File: config.mk
export PLATFORM = sky130hd
export DESIGN_NAME = perf_counter_bank
export DESIGN_NICKNAME = d
export VERILOG_FILES = /design/src/rtl/perf_counter_pkg.sv /design/src/rtl/perf_counter_section.sv /design/src/rtl/perf_counter_bank.sv
export SDC_FILE = /design/constraint.sdc
export NUM_CORES = 2
export LEC_CHECK = 0
export ABC_AREA = 1
export CORE_MARGIN = 2
export CORE_UTILIZATION = 35
export DETAILED_ROUTE_END_ITERATION = 16
export PLACE_DENSITY = 0.5
export SLEW_MARGIN = 20
export SYNTH_ARGS = -nofsm -noshare
export SYNTH_HDL_FRONTEND = slang
export SYNTH_SLANG_ARGS = --single-unit
export TNS_END_PERCENT = 10
File: constraint.sdc
create_clock -name clk -period 57.7 [get_ports clk]
set_clock_uncertainty 0.15 [all_clocks]
set_input_delay 11.54 -clock clk [delete_from_list [all_inputs] [get_ports clk]]
set_output_delay 11.54 -clock clk [all_outputs]
set_load 0.1 [all_outputs]
File: src/rtl/perf_counter_pkg.sv
// Register-map constants and status layout shared by the performance counter bank.
package perf_counter_pkg;

    localparam int MAX_SECTIONS = 16;

    localparam logic [1:0] OFS_TIME_LO = 2'd0;
    localparam logic [1:0] OFS_TIME_HI = 2'd1;
    localparam logic [1:0] OFS_EVENT   = 2'd2;
    localparam logic [1:0] OFS_STATUS  = 2'd3;

    localparam int STS_RUNNING   = 0;
    localparam int STS_TIME_OVF  = 1;
    localparam int STS_EVENT_OVF = 2;

    typedef struct packed {
        logic event_ovf;
        logic time_ovf;
        logic running;
    } sec_status_t;

endpackage

File: src/rtl/perf_counter_section.sv
// One measurement section: enable, time and event counters, high-word shadow and sticky overflow flags.
module perf_counter_section
    import perf_counter_pkg::*;
#(
    parameter int TIME_WIDTH  = 64,
    parameter int EVENT_WIDTH = 32,
    parameter bit SATURATE    = 1'b0
) (
    input  logic        clk,
    input  logic        reset,
    input  logic        i_global_reset,
    input  logic        i_global_enable,
    input  logic        i_start,
    input  logic        i_stop,
    input  logic        i_capture,
    input  logic        i_clr_time_ovf,
    input  logic        i_clr_event_ovf,
    input  logic [1:0]  i_offset,
    output logic        o_running,
    output logic [31:0] o_rdata
);

    logic [TIME_WIDTH-1:0]  r_time;
    logic [EVENT_WIDTH-1:0] r_event;
    logic [31:0]            r_shadow;
    logic                   r_en;
    logic                   r_time_ovf;
    logic                   r_event_ovf;

    logic                   w_time_inc;
    logic                   w_event_inc;
    logic                   w_time_max;
    logic                   w_event_max;
    logic [63:0]            w_time64;
    sec_status_t            w_status;

    function automatic logic [TIME_WIDTH-1:0] time_next(input logic [TIME_WIDTH-1:0] v);
        return (SATURATE && (&v)) ? v : v + 1'b1;
    endfunction

    function automatic logic [EVENT_WIDTH-1:0] event_next(input logic [EVENT_WIDTH-1:0] v);
        return (SATURATE && (&v)) ? v : v + 1'b1;
    endfunction

    assign w_time_inc  = r_en & i_global_enable;
    assign w_event_inc = i_start & i_global_enable;
    assign w_time_max  = &r_time;
    assign w_event_max = &r_event;
    assign w_time64    = 64'(r_time);

    assign w_status.event_ovf = r_event_ovf;
    assign w_status.time_ovf  = r_time_ovf;
    assign w_status.running   = r_en;
    assign o_running          = r_en;

    // Counting uses the enable as it stood before this edge, so a stop keeps its own cycle's count.
    always_ff @(posedge clk or posedge reset) begin
        if (reset) begin
            r_time      <= '0;
            r_event     <= '0;
            r_shadow    <= '0;
            r_en        <= 1'b0;
            r_time_ovf  <= 1'b0;
            r_event_ovf <= 1'b0;
        end else if (i_global_reset) begin
            r_time      <= '0;
            r_event     <= '0;
            r_shadow    <= '0;
            r_en        <= 1'b0;
            r_time_ovf  <= 1'b0;
            r_event_ovf <= 1'b0;
        end else begin
            if (i_stop) begin
                r_en <= 1'b0;
            end else if (i_start) begin
                r_en <= 1'b1;
            end

            if (w_time_inc) begin
                r_time <= time_next(r_time);
            end
            if (w_event_inc) begin
                r_event <= event_next(r_event);
            end

            // A new overflow wins over a clear arriving in the same cycle.
            if (w_time_inc && w_time_max) begin
                r_time_ovf <= 1'b1;
            end else if (i_clr_time_ovf) begin
                r_time_ovf <= 1'b0;
            end
            if (w_event_inc && w_event_max) begin
                r_event_ovf <= 1'b1;
            end else if (i_clr_event_ovf) begin
                r_event_ovf <= 1'b0;
            end

            if (i_capture) begin
                r_shadow <= w_time64[63:32];
            end
        end
    end

    always_comb begin
        o_rdata = '0;
        case (i_offset)
            OFS_TIME_LO: o_rdata = w_time64[31:0];
            OFS_TIME_HI: o_rdata = r_shadow;
            OFS_EVENT:   o_rdata = 32'(r_event);
            default:     o_rdata = {29'b0, w_status};
        endcase
    end

endmodule

File: src/rtl/perf_counter_bank.sv
// Avalon-MM performance counter bank: address decode, NUM_SECTIONS section instances and registered read mux.
module perf_counter_bank
    import perf_counter_pkg::*;
#(
    parameter int NUM_SECTIONS = 8,
    parameter int TIME_WIDTH   = 64,
    parameter int EVENT_WIDTH  = 32,
    parameter bit SATURATE     = 1'b0,
    parameter int ADDR_WIDTH   = $clog2(NUM_SECTIONS * 4)
) (
    input  logic                  clk,
    input  logic                  reset,
    input  logic [ADDR_WIDTH-1:0] address,
    input  logic                  begintransfer,
    input  logic                  write,
    input  logic                  read,
    input  logic [31:0]           writedata,
    output logic [31:0]           readdata
);

    logic                                w_wr;
    logic                                w_rd;
    logic [ADDR_WIDTH-1:0]               w_sec;
    logic [1:0]                          w_ofs;
    logic                                w_global_reset;
    logic                                w_global_enable;
    logic [NUM_SECTIONS-1:0]             w_hit;
    logic [NUM_SECTIONS-1:0]             w_start;
    logic [NUM_SECTIONS-1:0]             w_stop;
    logic [NUM_SECTIONS-1:0]             w_capture;
    logic [NUM_SECTIONS-1:0]             w_clr_tovf;
    logic [NUM_SECTIONS-1:0]             w_clr_eovf;
    logic [NUM_SECTIONS-1:0]             w_running;
    logic [NUM_SECTIONS-1:0][31:0]       w_sec_rdata;
    logic [31:0]                         w_rdata;
    logic [31:0]                         r_readdata;
    logic                                w_unused_wdata;

    assign w_wr           = write & begintransfer;
    assign w_rd           = read & begintransfer;
    assign w_sec          = address >> 2;
    assign w_ofs          = address[1:0];
    assign w_unused_wdata = ^writedata[31:3];

    // Section 0 is the master gate: its own start strobe already opens the gate in that cycle.
    assign w_global_reset  = w_wr & w_hit[0] & (w_ofs == OFS_TIME_LO) & writedata[0];
    assign w_global_enable = w_running[0] | w_start[0];

    for (genvar g = 0; g < NUM_SECTIONS; g++) begin : g_sec
        assign w_hit[g]      = (w_sec == ADDR_WIDTH'(g));
        assign w_stop[g]     = w_wr & w_hit[g] & (w_ofs == OFS_TIME_LO);
        assign w_start[g]    = w_wr & w_hit[g] & (w_ofs == OFS_TIME_HI);
        assign w_capture[g]  = w_rd & w_hit[g] & (w_ofs == OFS_TIME_LO);
        assign w_clr_tovf[g] = w_wr & w_hit[g] & (w_ofs == OFS_STATUS) & writedata[STS_TIME_OVF];
        assign w_clr_eovf[g] = w_wr & w_hit[g] & (w_ofs == OFS_STATUS) & writedata[STS_EVENT_OVF];

        perf_counter_section #(
            .TIME_WIDTH  (TIME_WIDTH),
            .EVENT_WIDTH (EVENT_WIDTH),
            .SATURATE    (SATURATE)
        ) u_sec (
            .clk             (clk),
            .reset           (reset),
            .i_global_reset  (w_global_reset),
            .i_global_enable (w_global_enable),
            .i_start         (w_start[g]),
            .i_stop          (w_stop[g]),
            .i_capture       (w_capture[g]),
            .i_clr_time_ovf  (w_clr_tovf[g]),
            .i_clr_event_ovf (w_clr_eovf[g]),
            .i_offset        (w_ofs),
            .o_running       (w_running[g]),
            .o_rdata         (w_sec_rdata[g])
        );
    end

    // Unimplemented section indices fall through to zero.
    always_comb begin
        w_rdata = '0;
        for (int s = 0; s < NUM_SECTIONS; s++) begin
            if (w_hit[s]) begin
                w_rdata = w_sec_rdata[s];
            end
        end
    end

    always_ff @(posedge clk or posedge reset) begin
        if (reset) begin
            r_readdata <= '0;
        end else begin
            r_readdata <= w_rdata;
        end
    end

    assign readdata = r_readdata;

endmodule

# Word-level counts from Yosys, hierarchy flattened

Index checks and enable logic that the tools add are counted.

Add/subtract/negate cells: 16
Eq/ne operators: 10
Multiplexer cells: 136
Bitwise operators: 84
Reduce and logical (&&, ||, !) cells: 82

Operator list:

| kind                  | count |
|---|---|
| $mux 32               | 40 |
| $mux 64               | 16 |
| $pmux 32 s3           | 8 |
| $add 64x1->64 const B | 8 |
| $reduce_and 64->1     | 8 |
| $add 32x1->32 const B | 8 |
| $reduce_and 32->1     | 8 |
| $and 1x1->1           | 83 |
| $mux 1                | 72 |
| $reduce_bool 3->1     | 24 |
| $reduce_bool 2->1     | 24 |
| $logic_and 1x1->1     | 16 |
| $eq 3x3->1 const B    | 4 |
| $eq 3x2->1 const B    | 2 |
| $logic_not 5->1       | 1 |
| $eq 2x2->1 const B    | 2 |
| $eq 3x1->1 const B    | 1 |
| $eq 2x1->1 const B    | 1 |
| $logic_not 2->1       | 1 |
| $or 1x1->1            | 1 |

Register bits: 1080
Bits of input ports: 42
Output and inout bits: 32
Word-level logic and storage cells: 377

# Logic depth before layout (Yosys ltp)

Depth in word-level cells: 10
Gate-level depth with buffers: 14
Depth with buffers taken out: 11

# By module

From an unflattened synthesis, not the netlist that was laid out.

Cells, all modules: 9766
Area, all modules: 67161.9 um^2

By module, submodules not included:

| module                                     | times used | cells each | area each (um^2) | seq. area each (um^2) |
|---|---|---|---|---|
| perf_counter_section at g_sec[0].u_sec ... | 7          | 1147       | 7948.9           | 3278.1 |
| perf_counter_section at g_sec[7].u_sec     | 1          | 1187       | 8095.3           | 3278.1 |
| perf_counter_bank                          | 1          | 550        | 3424.5           | 800.8 |

# Worst setup path before layout

Ideal clock, no wire load.

Path type: input to register
From: input port address[1]
To: register g_sec[1].u_sec.r_event[0]
Setup time: 133 ps
Data arrival time: 12860 ps
Data required time: 57417 ps
Path slack: 44558 ps
Cell stages on the path: 11
Buffers on the path: 5
Path through: buf_2 -> nor2_4 -> inv_2 -> nor2_4 -> nand2_4 -> buf_6 -> buf_6 -> buf_4 -> buf_6 -> nand3_1 -> o21ai_0

Cells in the longest elaborated chain, start to end: 5
Elaborated cells between the ends (all ways): 10
Those cells by class: eq/ne: 1; mux: 1; bitwise: 6; reduce/logical: 2

Ends and longest elaborated chain:

| item                               | line                       | RTL |
|---|---|---|
| start, declared                    | perf_counter_bank.sv:13    | `input logic [ADDR_WIDTH-1:0] address,` |
| $eq 2x1->1                         | perf_counter_bank.sv:52    | `assign w_start[g] = w_wr & w_hit[g] & (w_ofs == OFS_TIME_HI);` |
| $and 1x1->1                        | perf_counter_bank.sv:52    |  |
| $or 1x1->1                         | perf_counter_bank.sv:47    | `assign w_global_enable = w_running[0] \| w_start[0];` |
| $and 1x1->1                        | perf_counter_section.sv:46 | `assign w_event_inc = i_start & i_global_enable;` |
| $reduce_bool 2->1 (no source line) | --                         |  |
| end signal, assigned               | perf_counter_section.sv:83 | `r_event <= event_next(r_event);` |
| end, declared                      | perf_counter_section.sv:24 | `logic [EVENT_WIDTH-1:0] r_event;` |

Parallel ways exist; a longest one is shown, timed or not.
A chain may end at the register's enable or synchronous reset.

# Worst setup path in the final report

From: input port address[0]
To: register g_sec[6].u_sec.r_time[40]

Cells in the longest elaborated chain, start to end: 5
Elaborated cells between the ends (all ways): 9
Those cells by class: eq/ne: 1; mux: 1; bitwise: 5; reduce/logical: 2

Ends and longest elaborated chain:

| item                               | line                       | RTL |
|---|---|---|
| $eq 2x1->1                         | perf_counter_bank.sv:52    |  |
| $and 1x1->1                        | perf_counter_bank.sv:52    |  |
| $or 1x1->1                         | perf_counter_bank.sv:47    |  |
| $and 1x1->1                        | perf_counter_section.sv:45 | `assign w_time_inc = r_en & i_global_enable;` |
| $reduce_bool 2->1 (no source line) | --                         |  |
| end signal, assigned               | perf_counter_section.sv:80 | `r_time <= time_next(r_time);` |
| end, declared                      | perf_counter_section.sv:23 | `logic [TIME_WIDTH-1:0] r_time;` |

Parallel ways exist; a longest one is shown, timed or not.

==> impl_metrics.ini <==
[run_status]
status = completed

[cts]
clk_pin_slew_ns = 0.05
cts_buffers = 143
cts_setup_buffers = 0
cts_buffer_depth = 3
ctsResizeCount = 0
clkLatencyLatePin_ns = 0.82
cts.htree.levels = 4
cts_root_buffer = clkbuf_16
cts_tree = yes
cts_sinks = 1080
holdBufCountCts = 0

[synthesis]
synth-seq-cells = 1080
yosysMostFrequentCell = nand2_1
async_reset_ff_frac = 1.00
synthesis.area_mm2 = 0.0726
ys_seq_area_frac = 0.372
syn_inst = 11400
yosys.cell_types.count = 45
syn_avg_cell_area_um2 = 6.38
yosys.area.top_type = dfrtp_1
ys_top_cells_by_area = dfrtp_1, nand2_1, nor2_1, nand3_1, inv_1
yosysWarnings = 0
syn_nets = 11400
synthTopCellsByCount = nand2_1, nor2_1, inv_1, dfrtp_1, nand3_1
synth_edf_count = 0
yosysTopAreaCellShare = 0.372
ys.flop_type = dfrtp_1

[sta]
max_freq_mhz = 60.0
drv_slew = 0
setup_tns_ns = 0
rsz0062_at_grt = false
setup_viol = 0
hold_viol = 0
finalWorstSetupSlack_ns = 41.04
worst_pin_slew_ns = 1.20
relSlewSlack = 0.201
layout_min_cycle_time_ns = 16.66
min_period_over_period = 0.289

[final_layout]
syn_to_final_growth_pct = 9.95
final_nets = 11300
fill_cells = 22400
multi_input_area_mm2 = 0.0392
finish.instance_area_mm2 = 0.0799
drive_above_1_share = 0.0379
seq_area_mm2 = 0.0270

[power]
p_leak_nw = 36.5
ir_drop_mv = 0.0307
power_density_mw_per_mm2 = 30.0
p_total_w = 0.00240

[grt]
grt_max_degree = 172
grt_use_met3 = 0.0454
antenna_found_initial = 9
grt_overflow = 0
grt_use_met1 = 0.424
grt_pass1_vias = 71000
use_met2 = 0.439
grt_use_total = 0.290
grt_first_pass_wirelength_um = 465000
grt.busiest_layer = met2

[setup_path]
worstPathRequired_ns = 58.19
worstSetupPathType = in2reg
worstPathArrival_ns = 17.15
start_kind = primary input
crit_path_max_fanout = 80
end_kind = flop

[route]
post_drt_wl_per_cell_um = 22.1
avgViaCountPerCell = 5.41
drc_errors = 0
num_vias = 76000
drt_iter0_markers = 8327
firstDrtPassIters = 6
drtAntennaViolNets = 0
wl_um = 311000

[floorplan]
rows = 167
core_mm2 = 0.207
floorplan.initialDensity = 0.351
dieWidth_um = 460
die-area_mm2 = 0.211
io_pins = 74
die_h_um = 460

[placed_design]
io_buffers = 44
hpwlAfterDp_um = 231000
pre_cts_ws_ns = 40.28
gp_congestion = 0.976
dpl_cell_area_mm2 = 0.0751

[run]
max_cap_viol_count = 0

[worst_hold_path]
hp-class = reg2reg
==> cells in the final DEF, fill, tap and decap left out, drive strengths merged, types with 20 or more instances in the layout <==
| cell | synthesis | final |
|---|---|---|
| a21oi | 141 | 141 |
| nor3b | 20 | 20 |
| a211oi | 27 | 27 |
| buf | 248 | 72 |
| dfrtp | 1080 | 1080 |
| o22ai | 98 | 98 |
| xnor2 | 20 | 20 |
| o21bai | 84 | 84 |
| clkdlybuf4s50 | 0 | 42 |
| nand3 | 1015 | 1015 |
| inv | 1190 | 1192 |
| o21ai | 591 | 591 |
| nor3 | 133 | 133 |
| or2 | 74 | 74 |
| clkinv | 4 | 29 |
| clkbuf | 157 | 203 |
| nand4 | 616 | 616 |
| xor2 | 158 | 158 |
| nor2 | 1769 | 1769 |
| o221ai | 40 | 40 |
| nand2 | 3822 | 3822 |
| a31oi | 28 | 28 |
==> worst max-delay path, stage by stage <==
cell and delay [ns]:
buf_2 0.07, buf_4 0.61, nor2_4 0.04, clkinv_2 0.64, nor2_4 0.13, nand2_8 0.48
buf_4 0.68, buf_12 0.40, buf_4 0.87, nand2_2 0.07, buf_4 0.33, inv_2 0.75
o21ai_1 0.18
==> per-layer routing <==
metal,wire (um),up-vias
met5,7,-
met2,135000,2377
met3,21400,345
li1,-,36500
met4,8860,2
met1,146000,36700
==> final timing paths <==
| kind | start | endpoint | slack, ns | cells past startpoint |
|---|---|---|---|---|
| max reg2reg | g_sec[0].u_sec.o_running | g_sec[4].u_sec.r_time[47] | 54.03 | 9 |
| min reg2reg | g_sec[5].u_sec.r_time[63] | g_sec[5].u_sec.r_time[63] | 0.35 | 2 |
| max in group asynchronous | reset | g_sec[6].u_sec.r_time[30] | 42.43 | 6 |
| min | g_sec[5].u_sec.r_time[63] | g_sec[5].u_sec.r_time[63] | 0.35 | 2 |
| min in group asynchronous | reset | g_sec[2].u_sec.r_time[23] | 11.18 | 2 |
| max | address[0] | g_sec[6].u_sec.r_time[40] | 41.04 | 13 |
==> sequential cells by signal, indices dropped and copies added, names as in the netlist <==
signal	count
g_sec.u_sec.r_event_ovf	8
g_sec.u_sec.o_running	8
g_sec.u_sec.r_time_ovf	8
g_sec.u_sec.r_event	256
g_sec.u_sec.r_time	512
g_sec.u_sec.r_shadow	256
readdata	32
==> cells by family (layout without fill, tap and decap cells) <==
| kind of cell | Yosys count | after routing | synth area share |
|---|---|---|---|
| buf+inv | 1599 | 1555 | 0.0891 |
| compound gates | 1038 | 1038 | 0.0812 |
| fa+ha+maj | 16 | 16 | 0.00276 |
| flops | 1080 | 1080 | 0.372 |
| xor+xnor | 178 | 178 | 0.0215 |
| other cells | 0 | 9 | 0 |
| simple gates | 7473 | 7473 | 0.433 |
==> where the power goes <==
group          total (W)  leakage, nW  internal [W]  switching (W)
Clock           0.000923         2.30      0.000544       0.000379
Sequential      0.000992         13.8      0.000864       0.000128
Combinational   0.000483         20.4      0.000125       0.000358
==> area by class of cell <==
class	instances	share of cell area
inverter	1194	0.0563
sequential	1080	0.338
antenna	9	0.000282
tap	2704	0.0424
timing repair buffer	114	0.0130
clock buffer	203	0.0525
multi-input combinational	8705	0.491
clock inverter	44	0.00653
==> through the flow <==
step,utilization,hold WS [ns],cells
2_1_floorplan,-,0.321,11400
3_3_place_gp,0.363,0.339,13800
3_5_place_dp,0.363,0.342,13800
4_1_cts,0.386,0.357,14000
5_1_grt,0.386,0.385,14100
6_report,0.386,0.349,14100
Note: power is estimated with default switching activity, not from simulation.
